$ cat config.mk
export PLATFORM = sky130hd
export DESIGN_NAME = branch_update_queue_flat
export DESIGN_NICKNAME = d
export VERILOG_FILES = /design/src/rtl/branch_update_queue_if.sv /design/src/rtl/branch_update_queue.sv /design/src/flat_wrapper.sv
export SDC_FILE = /design/constraint.sdc
export NUM_CORES = 1
export LEC_CHECK = 0
export ABC_CLOCK_PERIOD_IN_PS = 17900
export CAP_MARGIN = 20
export CORE_ASPECT_RATIO = 1.5
export CORE_MARGIN = 2
export CORE_UTILIZATION = 30
export CTS_BUF_LIST = sky130_fd_sc_hd__clkbuf_4 sky130_fd_sc_hd__clkbuf_8
export DETAILED_ROUTE_END_ITERATION = 7
export PLACE_DENSITY = 0.44
export SLEW_MARGIN = 20
export SYNTH_ARGS = -nofsm -noshare
export SYNTH_HDL_FRONTEND = slang
export SYNTH_SLANG_ARGS = --single-unit
$ cat constraint.sdc
create_clock -name clk -period 17.9 [get_ports clk]
set_input_delay 3.58 -clock clk [delete_from_list [all_inputs] [get_ports clk]]
set_output_delay 3.58 -clock clk [all_outputs]
set_load 0.005 [all_outputs]
$ cat src/rtl/branch_update_queue_if.sv
// branch_update_queue_if: bundle between the commit/predictor environment and
// the branch update queue. The "slave" modport is the queue itself; the
// "master" modport is the environment (commit writes plus predictor ready).
interface branch_update_queue_if #(
    parameter int PC_W   = 32,
    parameter int TYPE_W = 3
);
    logic              wrEn0_i;
    logic              wrEn1_i;
    logic [PC_W-1:0]   wrPC0_i;
    logic [PC_W-1:0]   wrPC1_i;
    logic [PC_W-1:0]   wrNPC0_i;
    logic [PC_W-1:0]   wrNPC1_i;
    logic [TYPE_W-1:0] wrCtrlType0_i;
    logic [TYPE_W-1:0] wrCtrlType1_i;
    logic              wrDir0_i;
    logic              wrDir1_i;
    logic [1:0]        wrCounter0_i;
    logic [1:0]        wrCounter1_i;
    logic              stall_o;
    logic              updateReady_i;
    logic [PC_W-1:0]   updatePC_o;
    logic [PC_W-1:0]   updateNPC_o;
    logic [TYPE_W-1:0] updateCtrlType_o;
    logic              updateDir_o;
    logic [1:0]        updateCounter_o;
    logic              updateEn_o;
    logic              overflow_o;

    modport slave (
        input  wrEn0_i, wrEn1_i, wrPC0_i, wrPC1_i, wrNPC0_i, wrNPC1_i,
        input  wrCtrlType0_i, wrCtrlType1_i, wrDir0_i, wrDir1_i,
        input  wrCounter0_i, wrCounter1_i, updateReady_i,
        output stall_o, updatePC_o, updateNPC_o, updateCtrlType_o,
        output updateDir_o, updateCounter_o, updateEn_o, overflow_o
    );

    modport master (
        output wrEn0_i, wrEn1_i, wrPC0_i, wrPC1_i, wrNPC0_i, wrNPC1_i,
        output wrCtrlType0_i, wrCtrlType1_i, wrDir0_i, wrDir1_i,
        output wrCounter0_i, wrCounter1_i, updateReady_i,
        input  stall_o, updatePC_o, updateNPC_o, updateCtrlType_o,
        input  updateDir_o, updateCounter_o, updateEn_o, overflow_o
    );
endinterface

$ cat src/rtl/branch_update_queue.sv
// branch_update_queue: buffers up to two resolved branch updates per cycle,
// applies the 2-bit saturating counter step, and presents them one at a time
// through a registered output slot to the predictor.
// Optional feature: define BUQ_BYPASS_EN to let the oldest write of a cycle
// load the empty output slot directly (one cycle less latency).
module branch_update_queue #(
    parameter int DEPTH  = 8,
    parameter int PC_W   = 32,
    parameter int TYPE_W = 3
) (
    input logic                 clk,
    input logic                 reset_n,
    branch_update_queue_if.slave bus
);
    localparam int PTR_W = $clog2(DEPTH);
    localparam int CNT_W = PTR_W + 1;
`ifdef BUQ_BYPASS_EN
    localparam bit BYPASS = 1'b1;
`else
    localparam bit BYPASS = 1'b0;
`endif

    typedef struct packed {
        logic [PC_W-1:0]   pc;
        logic [PC_W-1:0]   npc;
        logic [TYPE_W-1:0] ctype;
        logic              dir;
        logic [1:0]        ctr;
    } entry_t;

    function automatic logic [1:0] step_ctr(input logic dir, input logic [1:0] ctr);
        if (dir) return (ctr == 2'd3) ? 2'd3 : ctr + 2'd1;
        else     return (ctr == 2'd0) ? 2'd0 : ctr - 2'd1;
    endfunction

    entry_t            mem_q [DEPTH];
    logic [PTR_W-1:0]  head_q, head_d, tail_q, tail_d, tail_p1;
    logic [CNT_W-1:0]  count_q, count_d;
    entry_t            slot_q, slot_d;
    logic              upd_en_q, upd_en_d;
    logic              overflow_q, overflow_d;

    entry_t ent0, ent1, push_a_data, push_b_data;
    logic   stall, acc0, acc1, load, fifo_empty, pop, byp;
    logic   rem0, rem1, push_a, push_b;

    // Accept/drop decisions, slot reload, and next pointer/count values.
    always_comb begin
        stall      = count_q >= CNT_W'(DEPTH - 1);
        ent0       = '{pc: bus.wrPC0_i, npc: bus.wrNPC0_i, ctype: bus.wrCtrlType0_i,
                       dir: bus.wrDir0_i, ctr: step_ctr(bus.wrDir0_i, bus.wrCounter0_i)};
        ent1       = '{pc: bus.wrPC1_i, npc: bus.wrNPC1_i, ctype: bus.wrCtrlType1_i,
                       dir: bus.wrDir1_i, ctr: step_ctr(bus.wrDir1_i, bus.wrCounter1_i)};
        acc0       = bus.wrEn0_i && !stall;
        acc1       = bus.wrEn1_i && !stall;
        load       = !upd_en_q || bus.updateReady_i;
        fifo_empty = (count_q == '0);
        pop        = load && !fifo_empty;
        byp        = BYPASS && load && fifo_empty && (acc0 || acc1);
        // the bypassed write is the oldest accepted one; whatever is left is queued
        rem0        = acc0 && !byp;
        rem1        = acc1 && !(byp && !acc0);
        push_a      = rem0 || rem1;
        push_b      = rem0 && rem1;
        push_a_data = rem0 ? ent0 : ent1;
        push_b_data = ent1;

        slot_d   = slot_q;
        upd_en_d = upd_en_q;
        if (load) begin
            if (pop) begin
                slot_d   = mem_q[head_q];
                upd_en_d = 1'b1;
            end else if (byp) begin
                slot_d   = acc0 ? ent0 : ent1;
                upd_en_d = 1'b1;
            end else begin
                upd_en_d = 1'b0;
            end
        end

        tail_p1    = tail_q + PTR_W'(1);
        head_d     = head_q + PTR_W'(pop);
        tail_d     = tail_q + PTR_W'(push_a) + PTR_W'(push_b);
        count_d    = count_q + CNT_W'(push_a) + CNT_W'(push_b) - CNT_W'(pop);
        overflow_d = overflow_q || (stall && (bus.wrEn0_i || bus.wrEn1_i));
    end

    // Control state and output slot; reset discards queued contents.
    always_ff @(posedge clk or negedge reset_n) begin
        if (!reset_n) begin
            head_q     <= '0;
            tail_q     <= '0;
            count_q    <= '0;
            slot_q     <= '0;
            upd_en_q   <= 1'b0;
            overflow_q <= 1'b0;
        end else begin
            head_q     <= head_d;
            tail_q     <= tail_d;
            count_q    <= count_d;
            slot_q     <= slot_d;
            upd_en_q   <= upd_en_d;
            overflow_q <= overflow_d;
        end
    end

    // FIFO storage; entries are only meaningful between head and tail.
    always_ff @(posedge clk) begin
        if (push_a) mem_q[tail_q]  <= push_a_data;
        if (push_b) mem_q[tail_p1] <= push_b_data;
    end

    assign bus.stall_o          = stall;
    assign bus.updatePC_o       = slot_q.pc;
    assign bus.updateNPC_o      = slot_q.npc;
    assign bus.updateCtrlType_o = slot_q.ctype;
    assign bus.updateDir_o      = slot_q.dir;
    assign bus.updateCounter_o  = slot_q.ctr;
    assign bus.updateEn_o       = upd_en_q;
    assign bus.overflow_o       = overflow_q;
endmodule

$ cat src/flat_wrapper.sv
// flat-port wrapper written by rule: the top's interface ports become plain ports
module branch_update_queue_flat 
#(
    parameter int DEPTH  = 8,
    parameter int PC_W   = 32,
    parameter int TYPE_W = 3
)
  (clk, reset_n, bus_wrEn0_i, bus_wrEn1_i, bus_wrPC0_i, bus_wrPC1_i, bus_wrNPC0_i, bus_wrNPC1_i, bus_wrCtrlType0_i, bus_wrCtrlType1_i, bus_wrDir0_i, bus_wrDir1_i, bus_wrCounter0_i, bus_wrCounter1_i, bus_updateReady_i, bus_stall_o, bus_updatePC_o, bus_updateNPC_o, bus_updateCtrlType_o, bus_updateDir_o, bus_updateCounter_o, bus_updateEn_o, bus_overflow_o);
  branch_update_queue_if #(.PC_W(PC_W), .TYPE_W(TYPE_W)) bus_i ();
  input logic clk;
  input logic reset_n;
  input wire logic [$bits(bus_i.wrEn0_i)-1:0] bus_wrEn0_i;
  input wire logic [$bits(bus_i.wrEn1_i)-1:0] bus_wrEn1_i;
  input wire logic [$bits(bus_i.wrPC0_i)-1:0] bus_wrPC0_i;
  input wire logic [$bits(bus_i.wrPC1_i)-1:0] bus_wrPC1_i;
  input wire logic [$bits(bus_i.wrNPC0_i)-1:0] bus_wrNPC0_i;
  input wire logic [$bits(bus_i.wrNPC1_i)-1:0] bus_wrNPC1_i;
  input wire logic [$bits(bus_i.wrCtrlType0_i)-1:0] bus_wrCtrlType0_i;
  input wire logic [$bits(bus_i.wrCtrlType1_i)-1:0] bus_wrCtrlType1_i;
  input wire logic [$bits(bus_i.wrDir0_i)-1:0] bus_wrDir0_i;
  input wire logic [$bits(bus_i.wrDir1_i)-1:0] bus_wrDir1_i;
  input wire logic [$bits(bus_i.wrCounter0_i)-1:0] bus_wrCounter0_i;
  input wire logic [$bits(bus_i.wrCounter1_i)-1:0] bus_wrCounter1_i;
  input wire logic [$bits(bus_i.updateReady_i)-1:0] bus_updateReady_i;
  output wire logic [$bits(bus_i.stall_o)-1:0] bus_stall_o;
  output wire logic [$bits(bus_i.updatePC_o)-1:0] bus_updatePC_o;
  output wire logic [$bits(bus_i.updateNPC_o)-1:0] bus_updateNPC_o;
  output wire logic [$bits(bus_i.updateCtrlType_o)-1:0] bus_updateCtrlType_o;
  output wire logic [$bits(bus_i.updateDir_o)-1:0] bus_updateDir_o;
  output wire logic [$bits(bus_i.updateCounter_o)-1:0] bus_updateCounter_o;
  output wire logic [$bits(bus_i.updateEn_o)-1:0] bus_updateEn_o;
  output wire logic [$bits(bus_i.overflow_o)-1:0] bus_overflow_o;
  assign bus_i.wrEn0_i = bus_wrEn0_i;
  assign bus_i.wrEn1_i = bus_wrEn1_i;
  assign bus_i.wrPC0_i = bus_wrPC0_i;
  assign bus_i.wrPC1_i = bus_wrPC1_i;
  assign bus_i.wrNPC0_i = bus_wrNPC0_i;
  assign bus_i.wrNPC1_i = bus_wrNPC1_i;
  assign bus_i.wrCtrlType0_i = bus_wrCtrlType0_i;
  assign bus_i.wrCtrlType1_i = bus_wrCtrlType1_i;
  assign bus_i.wrDir0_i = bus_wrDir0_i;
  assign bus_i.wrDir1_i = bus_wrDir1_i;
  assign bus_i.wrCounter0_i = bus_wrCounter0_i;
  assign bus_i.wrCounter1_i = bus_wrCounter1_i;
  assign bus_i.updateReady_i = bus_updateReady_i;
  assign bus_stall_o = bus_i.stall_o;
  assign bus_updatePC_o = bus_i.updatePC_o;
  assign bus_updateNPC_o = bus_i.updateNPC_o;
  assign bus_updateCtrlType_o = bus_i.updateCtrlType_o;
  assign bus_updateDir_o = bus_i.updateDir_o;
  assign bus_updateCounter_o = bus_i.updateCounter_o;
  assign bus_updateEn_o = bus_i.updateEn_o;
  assign bus_overflow_o = bus_i.overflow_o;
  branch_update_queue #(.DEPTH(DEPTH), .PC_W(PC_W), .TYPE_W(TYPE_W)) u_core (.clk(clk), .reset_n(reset_n), .bus(bus_i));
endmodule
* Word-level counts from Yosys, hierarchy flattened
Memory sizes are Yosys's and may differ from the RTL's. A register that Yosys moved wholly into a read port is not among the register bits. Index checks and enable logic that the tools add are counted.
Cells by class: add/subtract/negate cells 11, $lt $le $gt $ge 1, equality and inequality tests 2, multiplexer cells 12, reduce and logical (&&, ||, !) cells 17
Operators with widths (count):
- 70-bit two-way mux | 1
- 2-bit two-way mux | 6
- 3-bit by 1-bit adder with 3-bit output | 3
- 4-bit by 1-bit adder with 4-bit output | 2
- 1-bit logical AND | 5
- 1-bit two-way mux | 5
- 2-bit by 1-bit adder with 2-bit output (second input constant) | 2
- 2-bit equality test (second input constant) | 2
- 4-bit by 3-bit greater-or-equal comparator with 1-bit output (second input constant) | 1
- 1-bit zero test | 4
- 2-bit zero test | 2
- 4-bit zero test | 1
- 1-bit logical OR | 4
- 2-bit by 1-bit subtractor with 2-bit output (second input constant) | 2
- 4-bit by 1-bit subtractor with 4-bit output | 1
- 3-bit by 1-bit adder with 3-bit output (second input constant) | 1
- 2-bit AND reduction | 1
Storage, ports and cells: flip-flop bits (word level) 12, memory bits (writable) 560, input bits 145, word-level logic and storage cells 49, memories kept 1
Memory list:
- u_core.mem_q | depth 8, width 70, rd ports 1, clocked after memory_dff 1, wr ports 2, line branch_update_queue.sv:36 | entry_t mem_q [DEPTH];

* Logic depth before layout (Yosys ltp)
depth after elaboration 7, mapped depth 13

* Least setup slack after synthesis
No wires, ideal clock.
path type in2reg, start point in bus_wrEn0_i, end point mem u_core.mem_q[3][0] (netlist bit), enable pin, arrival time 9.578 ns, data required time 17.298 ns, setup slack 7.721 ns, stages on the path 3, path through clkbuf_1 -> nand3_1 -> o31ai_1
RTL lines:
- start: declaration | line flat_wrapper.sv:12 | input wire logic [$bits(bus_i.wrEn0_i)-1:0] bus_wrEn0_i;
- end: declaration | line branch_update_queue.sv:36

==> impl_metrics.tcl <==
set metrics [dict create \
    numCtsBuffers 110 \
    combPwrFrac_pct 40.0 \
    p_sw_share_pct 35.70 \
    yosysTopAreaCell "edfxtp_1" \
    via_per_inst 5.101 \
    worstReg2RegEnd "u_core.mem_q[2][24]" \
    grt_use_total_pct 18.95 \
    nFillCells 9972 \
    min_period_ns 6.892 \
    worst-path-buf-inv 2 \
    num_vias 18980 \
    final_util_pct 36.13 \
    port_buffers 217 \
    fmaxAchievable_mhz 145.1 \
    seq_power_share_pct 37.5 \
    async_flop_share_pct 12.77 \
    max_stage_delay_ns 1.17 \
    grt_first_pass_wirelength_mm 147.3 \
    worstSkewPairLatency_ns 0.77 \
    start_kind "input port" \
    clockBufferDepth 3 \
    worstPathRequired_ns 18.27 \
    min_path_cells 1 \
    dieArea_sq_um 107400 \
    final_nets 2382 \
    first_pass_iters 5 \
    setup_viol 0 \
    root_buffer "clkbuf_8" \
    register_area_sq_um 18870 \
    start_util_pct 30.23 \
    path_delay_family "buffers and inverters" \
    ys.flop_type "edfxtp_1" \
    cts_sinks 642 \
    syn_inst 1997 \
    r2r-start "u_core.count_q[3]" \
    dieWidth_um 268.3 \
    power_density_nw_per_um2 162.2 \
    synth_area_sq_um 31430 \
    yosysWarnings 0 \
    grt_max_degree 141 \
    drv_cap 0 \
    drt-initial-drc-count 954 \
    peakVddDrop_v 0.0001482 \
    relSlewSlack_pct 26.48 \
    post_layout_nonfiller_instances 3720 \
    syn2layout_area_growth_pct 19.52 \
    worstSetupPathType "in -> reg" \
    timing.final.crit_share_pct 38.50 \
    cts_resized 0 \
    r2r_slack_ns 13.46 \
    cts_hold_repair.buffers 0 \
    routabilityCongestion 0.7035 \
    final_cell_mix "mux2_2, edfxtp_1, clkdlybuf4s50_1" \
    dp_hpwl_mm 57.38 \
    tightest_slew_ns 1.103 \
    status "completed" \
    synth_top_area_share_pct 53.51 \
    hp-start "u_core.bus.overflow_o" \
    use_met1_pct 22.27 \
    busiest_layer "met2" \
    path_clk_slew_ns 0.06 \
    syn-mean-instance-area_sq_um 15.74 \
    p_int_mw 3.918 \
    cts_tree "done" \
    core_area_sq_um 104000 \
    grt_pass1_vias 21000 \
    synthTopCellsByArea "edfxtp_1, mux2_2, dfrtp_1, mux2i_1, a22o_1" \
    cp_slowest_cell "o31ai_4" \
    leakage_nw 13.08 \
    r2r_cells 6 \
    path_cells "clkdlybuf4s50_1 -> nand3_1 -> o31ai_4 -> buf_4" \
    crit_arrival_ns 7.27 \
    rsz0062_at_grt "false" \
    grt_use_met3_pct 4.102 \
    multi_input_area_sq_um 12080 \
    layout-drive-gt1-share_pct 38.81 \
    rows 145 \
    hold_viol_final 0 \
    worstHoldEndpoint "u_core.bus.overflow_o" \
    yosysSeqAreaShare_pct 60.04 \
    grt_use_met2_pct 34.13 \
    drc_errors 0 \
    die_h_um 400.4 \
    cts_max_level 3 \
    synth_cell_types 35 \
    synth_seq_cells 642 \
    wire_per_inst_um 27.42 \
    syn-num-nets 2154 \
    cp_max_fo 31 \
    totalWireLength_mm 102.0 \
    antenna_found_initial 28 \
    cts_setup_buffers 0 \
    post-place-ws_ns 10.22 \
    hold_path_class "reg -> reg" \
    synth-edff-count 560 \
    tns_ns 0 \
    clockPowerShare_pct 22.5 \
    antenna_left 0 \
    cp-end-kind "flop" \
    switchingPower_mw 2.176 \
    maxSlewViolCount 0 \
    gr-total-overflow 0 \
    boundaryPins 218 \
    clock_skew_ns 0.03553 \
    p_total_mw 6.094 \
    placed_cells 3509 \
    setup_ws_ns 11.01 \
    final_common_cell "mux2_2" \
]
==> sequential cells by signal, summed over array words and instances, names as in the netlist <==
signal / flops
u_core.bus.updateCtrlType_o: 3
u_core.bus.updateNPC_o: 32
u_core.bus.updateDir_o: 1
u_core.tail_q: 3
u_core.head_q: 3
u_core.bus.overflow_o: 1
u_core.count_q: 4
u_core.bus.updateCounter_o: 2
u_core.mem_q: 560
u_core.bus.updatePC_o: 32
u_core.bus.updateEn_o: 1
==> metrics by stage <==
stage	cell area [sq um]	hold slack, ns
detailed placement	35300	0.4603
global route	37560	0.5109
floorplan	31430	0.4510
finish	37560	0.4871
CTS	37550	0.4876
global placement	35280	0.4715
==> logic make-up after synthesis <==
family / count (synthesis) / synth area share, %
flip-flops: 642 / 60.04
buffers and inverters: 163 / 2.265
AND/OR/NAND/NOR: 28 / 0.5096
multiplexers: 840 / 29.45
adder cells (fa/ha/maj): 14 / 0.6131
AO/OA/AOI/OAI: 304 / 6.915
XOR/XNOR: 6 / 0.2150
==> layout make-up <==
type	count	share of cell area (%)
multi-input cells	1192	32.16
diodes	5	0.03331
inverters	16	0.1599
well taps	1396	4.650
repair buffers	263	6.782
flip-flops and latches	642	50.24
clock inverters	28	0.3364
clock buffers	178	5.640
==> how the worst max path moves through the flow <==
stage                            from                   to  slack [ns]  cells past startpoint
final                     bus_wrEn0_i  u_core.mem_q[2][24]       11.01                      4
after global routing      bus_wrEn0_i  u_core.mem_q[2][24]       10.83                      4
after CTS                 bus_wrEn0_i  u_core.mem_q[2][22]       11.05                      4
after detailed placement  bus_wrEn0_i  u_core.mem_q[2][24]       10.22                      4
after global placement    bus_wrEn0_i  u_core.mem_q[2][14]       10.25                      4
after floorplan           bus_wrEn0_i   u_core.mem_q[3][0]        7.72                      3
==> metal layers <==
metal | vias up | wire [um]
li1 | 8433 | -
met1 | 9935 | 41130
met2 | 426 | 53430
met3 | 153 | 4875
met4 | 28 | 2381
met5 | - | 183
==> power by group through the flow <==
stage / sequential, mW / combinational, mW / clock (mW)
2_1_floorplan: 2.27 / 1.54 / 0
4_1_cts: 2.29 / 2.49 / 1.43
3_3_place_gp: 2.31 / 2.45 / 0
3_5_place_dp: 2.32 / 2.48 / 0
5_1_grt: 2.32 / 2.62 / 1.49
6_report: 2.28 / 2.43 / 1.37
==> Yosys cell counts, drive strengths merged (2+ instances only) <==
| cell type | count |
|---|---|
| o21ai | 74 |
| maj3 | 2 |
| nor2b | 3 |
| buf | 82 |
| nand2 | 4 |
| fa | 3 |
| dfrtp | 82 |
| o311ai | 8 |
| edfxtp | 560 |
| ha | 9 |
| mux2i | 164 |
| nand4b | 3 |
| mux2 | 676 |
| o22ai | 74 |
| clkbuf | 65 |
| nand2b | 3 |
| a22o | 70 |
| xor2 | 5 |
| nor2 | 2 |
| o31ai | 72 |
| nand4 | 3 |
| inv | 14 |
| nand3 | 7 |
| a21o | 4 |
| clkinv | 2 |
| or2 | 2 |
(Power assumes the default switching activity.)
==> RTL edit: new RTL, same flow settings <==
`TYPE_W` is set to 3 in 3 places; all go to 6.
--- a/src/rtl/branch_update_queue_if.sv
+++ b/src/rtl/branch_update_queue_if.sv
@@ -5,3 +5,3 @@
     parameter int PC_W   = 32,
-    parameter int TYPE_W = 3
+    parameter int TYPE_W = 6
 );
--- a/src/rtl/branch_update_queue.sv
+++ b/src/rtl/branch_update_queue.sv
@@ -8,3 +8,3 @@
     parameter int PC_W   = 32,
-    parameter int TYPE_W = 3
+    parameter int TYPE_W = 6
 ) (
--- a/src/flat_wrapper.sv
+++ b/src/flat_wrapper.sv
@@ -5,3 +5,3 @@
     parameter int PC_W   = 32,
-    parameter int TYPE_W = 3
+    parameter int TYPE_W = 6
 )
Ports: changed (resized bus_updateCtrlType_o, bus_wrCtrlType0_i and bus_wrCtrlType1_i); port bits go from 218 to 227. The function was not compared with the original's and may differ.
==> RTL edit against the original RTL <==
Wire length down 0.26%. Sequential cell count grew 27. Power rose by 2.5%. Combinational power is 2% higher. First-iteration DRC count rose by 21%. Synthesized cell count rose by 3.9%. Worst setup slack worse by 0.21 ns. Cell area increased by 3.6%. Area after synthesis is 4.3% higher. Critical path depth unchanged. Clock skew up 0.0015 ns.
==> RTL edit: results (changes against the original RTL) <==
- Status: completed
- CP max FO: 53 (+71%)
- Yosys warns: 0 (unchanged)
- Final HPWL DP: 55.7 mm (-2.9%)
- Pre-Repair DR Iteration Count: 5 (unchanged)
- Post-synth EDFFs: 584 (+4.3%)
- Post-synth top cells: mux2_2 (667), edfxtp_1 (584), mux2i_1 (170)
- Worst EP arrival: 7.46 ns (+0.19 ns)
- DR vias/cell: 5.13 (+0.64%)
- DRT iter0 DRCs: 1153 (+21%)
- GPL Wtd Cong: 0.714 (+1.5%)
- Worst-margin pin slew: 1.05 ns (-0.0501 ns)
- Biggest register: u_core.mem_q
- Area contributors post-synth: edfxtp_1 (53%), mux2_2 (23%), dfrtp_1 (6.5%)
- Htree depth: 3 (unchanged)
- Final net count: 2471 (+3.7%)
- CTS clk-pin slew, worst paths: 0.06 ns (about the same)
- Initial antenna violation count: 17 (-39%)
- Vias in the first global route: 21600 (+3.1%)
- Net Sw Power: 2.21 mW (+1.6%)
- Sequential-to-total area share from yosys stat: 60.0% (-0.066 points)
- Largest net degree at the start of global routing: 137 (-2.8%)
- DP Worst Slack: 9.95 ns (-0.272 ns)
- GRT Overall Usage: 18.1% (-0.85 points)
- Proportion of layout cells with a drive suffix above 1: 38.8% (about the same)
- Max clock buf depth: 3 (unchanged)
- Inserted Clock Buffers: 109 (-0.91%)
- Number of distinct library cells after synthesis: 35 (unchanged)
- Worst-skew pair later-pin latency: between 0.7 and 0.8 ns
- Max FFs per register: 584 (+4.3%)
- Count of input and output buffers: 226 (+4.1%)
- Synth Flop Type: edfxtp_1
- Fillers: 10500 (+5.3%)
- First-pass GRT wire length: 148 mm (+0.65%)
- Pleak: 13.5 nW (+3.5%)
- Peak VDD IR: 0.137 mV (-7.6%)
- Async SR Flop Fraction: 12.7% (-0.067 points)
- Final Skew: 0.0370 ns (+0.00146 ns)
- Syn Nets: 2238 (+3.9%)
- Tightest Hold Check Type: flop to flop
- CTS resizes: 0 (unchanged)
- Post-CTS setup buffers: 0 (unchanged)
- Routed WL per cell: 26.6 µm (-3.1%)
- Clock root buffer: clkbuf_8
[RTL edit: worst max-delay path, cell delays in order]
cell             delay, ns
clkdlybuf4s50_1       0.99
nand3_1               0.85
o22ai_4               1.02
buf_4                 0.89
[RTL edit: path summary, 6_finish.rpt]
kind                                            start                   endpoint  slack (ns)  cells past startpoint
worst min register to register  u_core.bus.overflow_o      u_core.bus.overflow_o        0.48                      1
max in group asynchronous                     reset_n           u_core.head_q[0]       13.54                      3
worst min-delay path            u_core.bus.overflow_o      u_core.bus.overflow_o        0.48                      1
worst max-delay path                      bus_wrEn0_i        u_core.mem_q[6][19]       10.80                      4
min in group asynchronous                     reset_n  u_core.bus.updatePC_o[29]        2.76                      1
worst max register to register      u_core.count_q[3]        u_core.mem_q[6][19]       13.27                      6
[RTL edit: routing by layer]
metal	GRT usage (%)	wire length, µm
met4	5.06	1940
met5	0	135
met2	31.8	51800
met1	22.5	43700
met3	3.37	4190
[RTL edit: cell type report]
type                    count  area, µm²  share of cell area (%)
diodes                      3       7.51                  0.0193
well taps                1425       1780                    4.58
clock inverters            26        125                   0.321
inverters                  16       60.1                   0.154
multi-input cells        1240      12600                    32.3
flip-flops and latches    669      19700                    50.5
clock buffers             178       2100                    5.39
repair buffers            272       2620                    6.73
[RTL edit: metrics by stage]
| stage | utilization (%) | power [mW] | hold slack, ns | cells | area, µm² |
|---|---|---|---|---|---|
| after floorplan | - | 4.00 | 0.451 | 2075 | 32800 |
| after global placement | 33.8 | 4.92 | 0.470 | 3622 | 36700 |
| after detailed placement | 33.8 | 4.96 | 0.466 | 3622 | 36700 |
| after CTS | 35.9 | 6.36 | 0.486 | 3826 | 38900 |
| after global routing | 35.9 | 6.58 | 0.528 | 3828 | 38900 |
| final | 35.9 | 6.24 | 0.485 | 3829 | 38900 |
[RTL edit: cell families after synthesis]
logic type               synth area share (%)
AO/OA/AOI/OAI                            7.12
multiplexers                             29.4
XOR/XNOR                                0.206
AND/OR/NAND/NOR                         0.488
flip-flops                               60.0
adder cells (fa/ha/maj)                 0.588
buffers and inverters                    2.19
[RTL edit: power by group through the flow]
stage               combinational, mW  clock, mW  sequential, mW
floorplan                        1.63          0            2.37
global placement                 2.52          0            2.41
detailed placement               2.54          0            2.42
CTS                              2.55       1.43            2.39
global route                     2.68       1.48            2.42
finish                           2.49       1.37            2.38
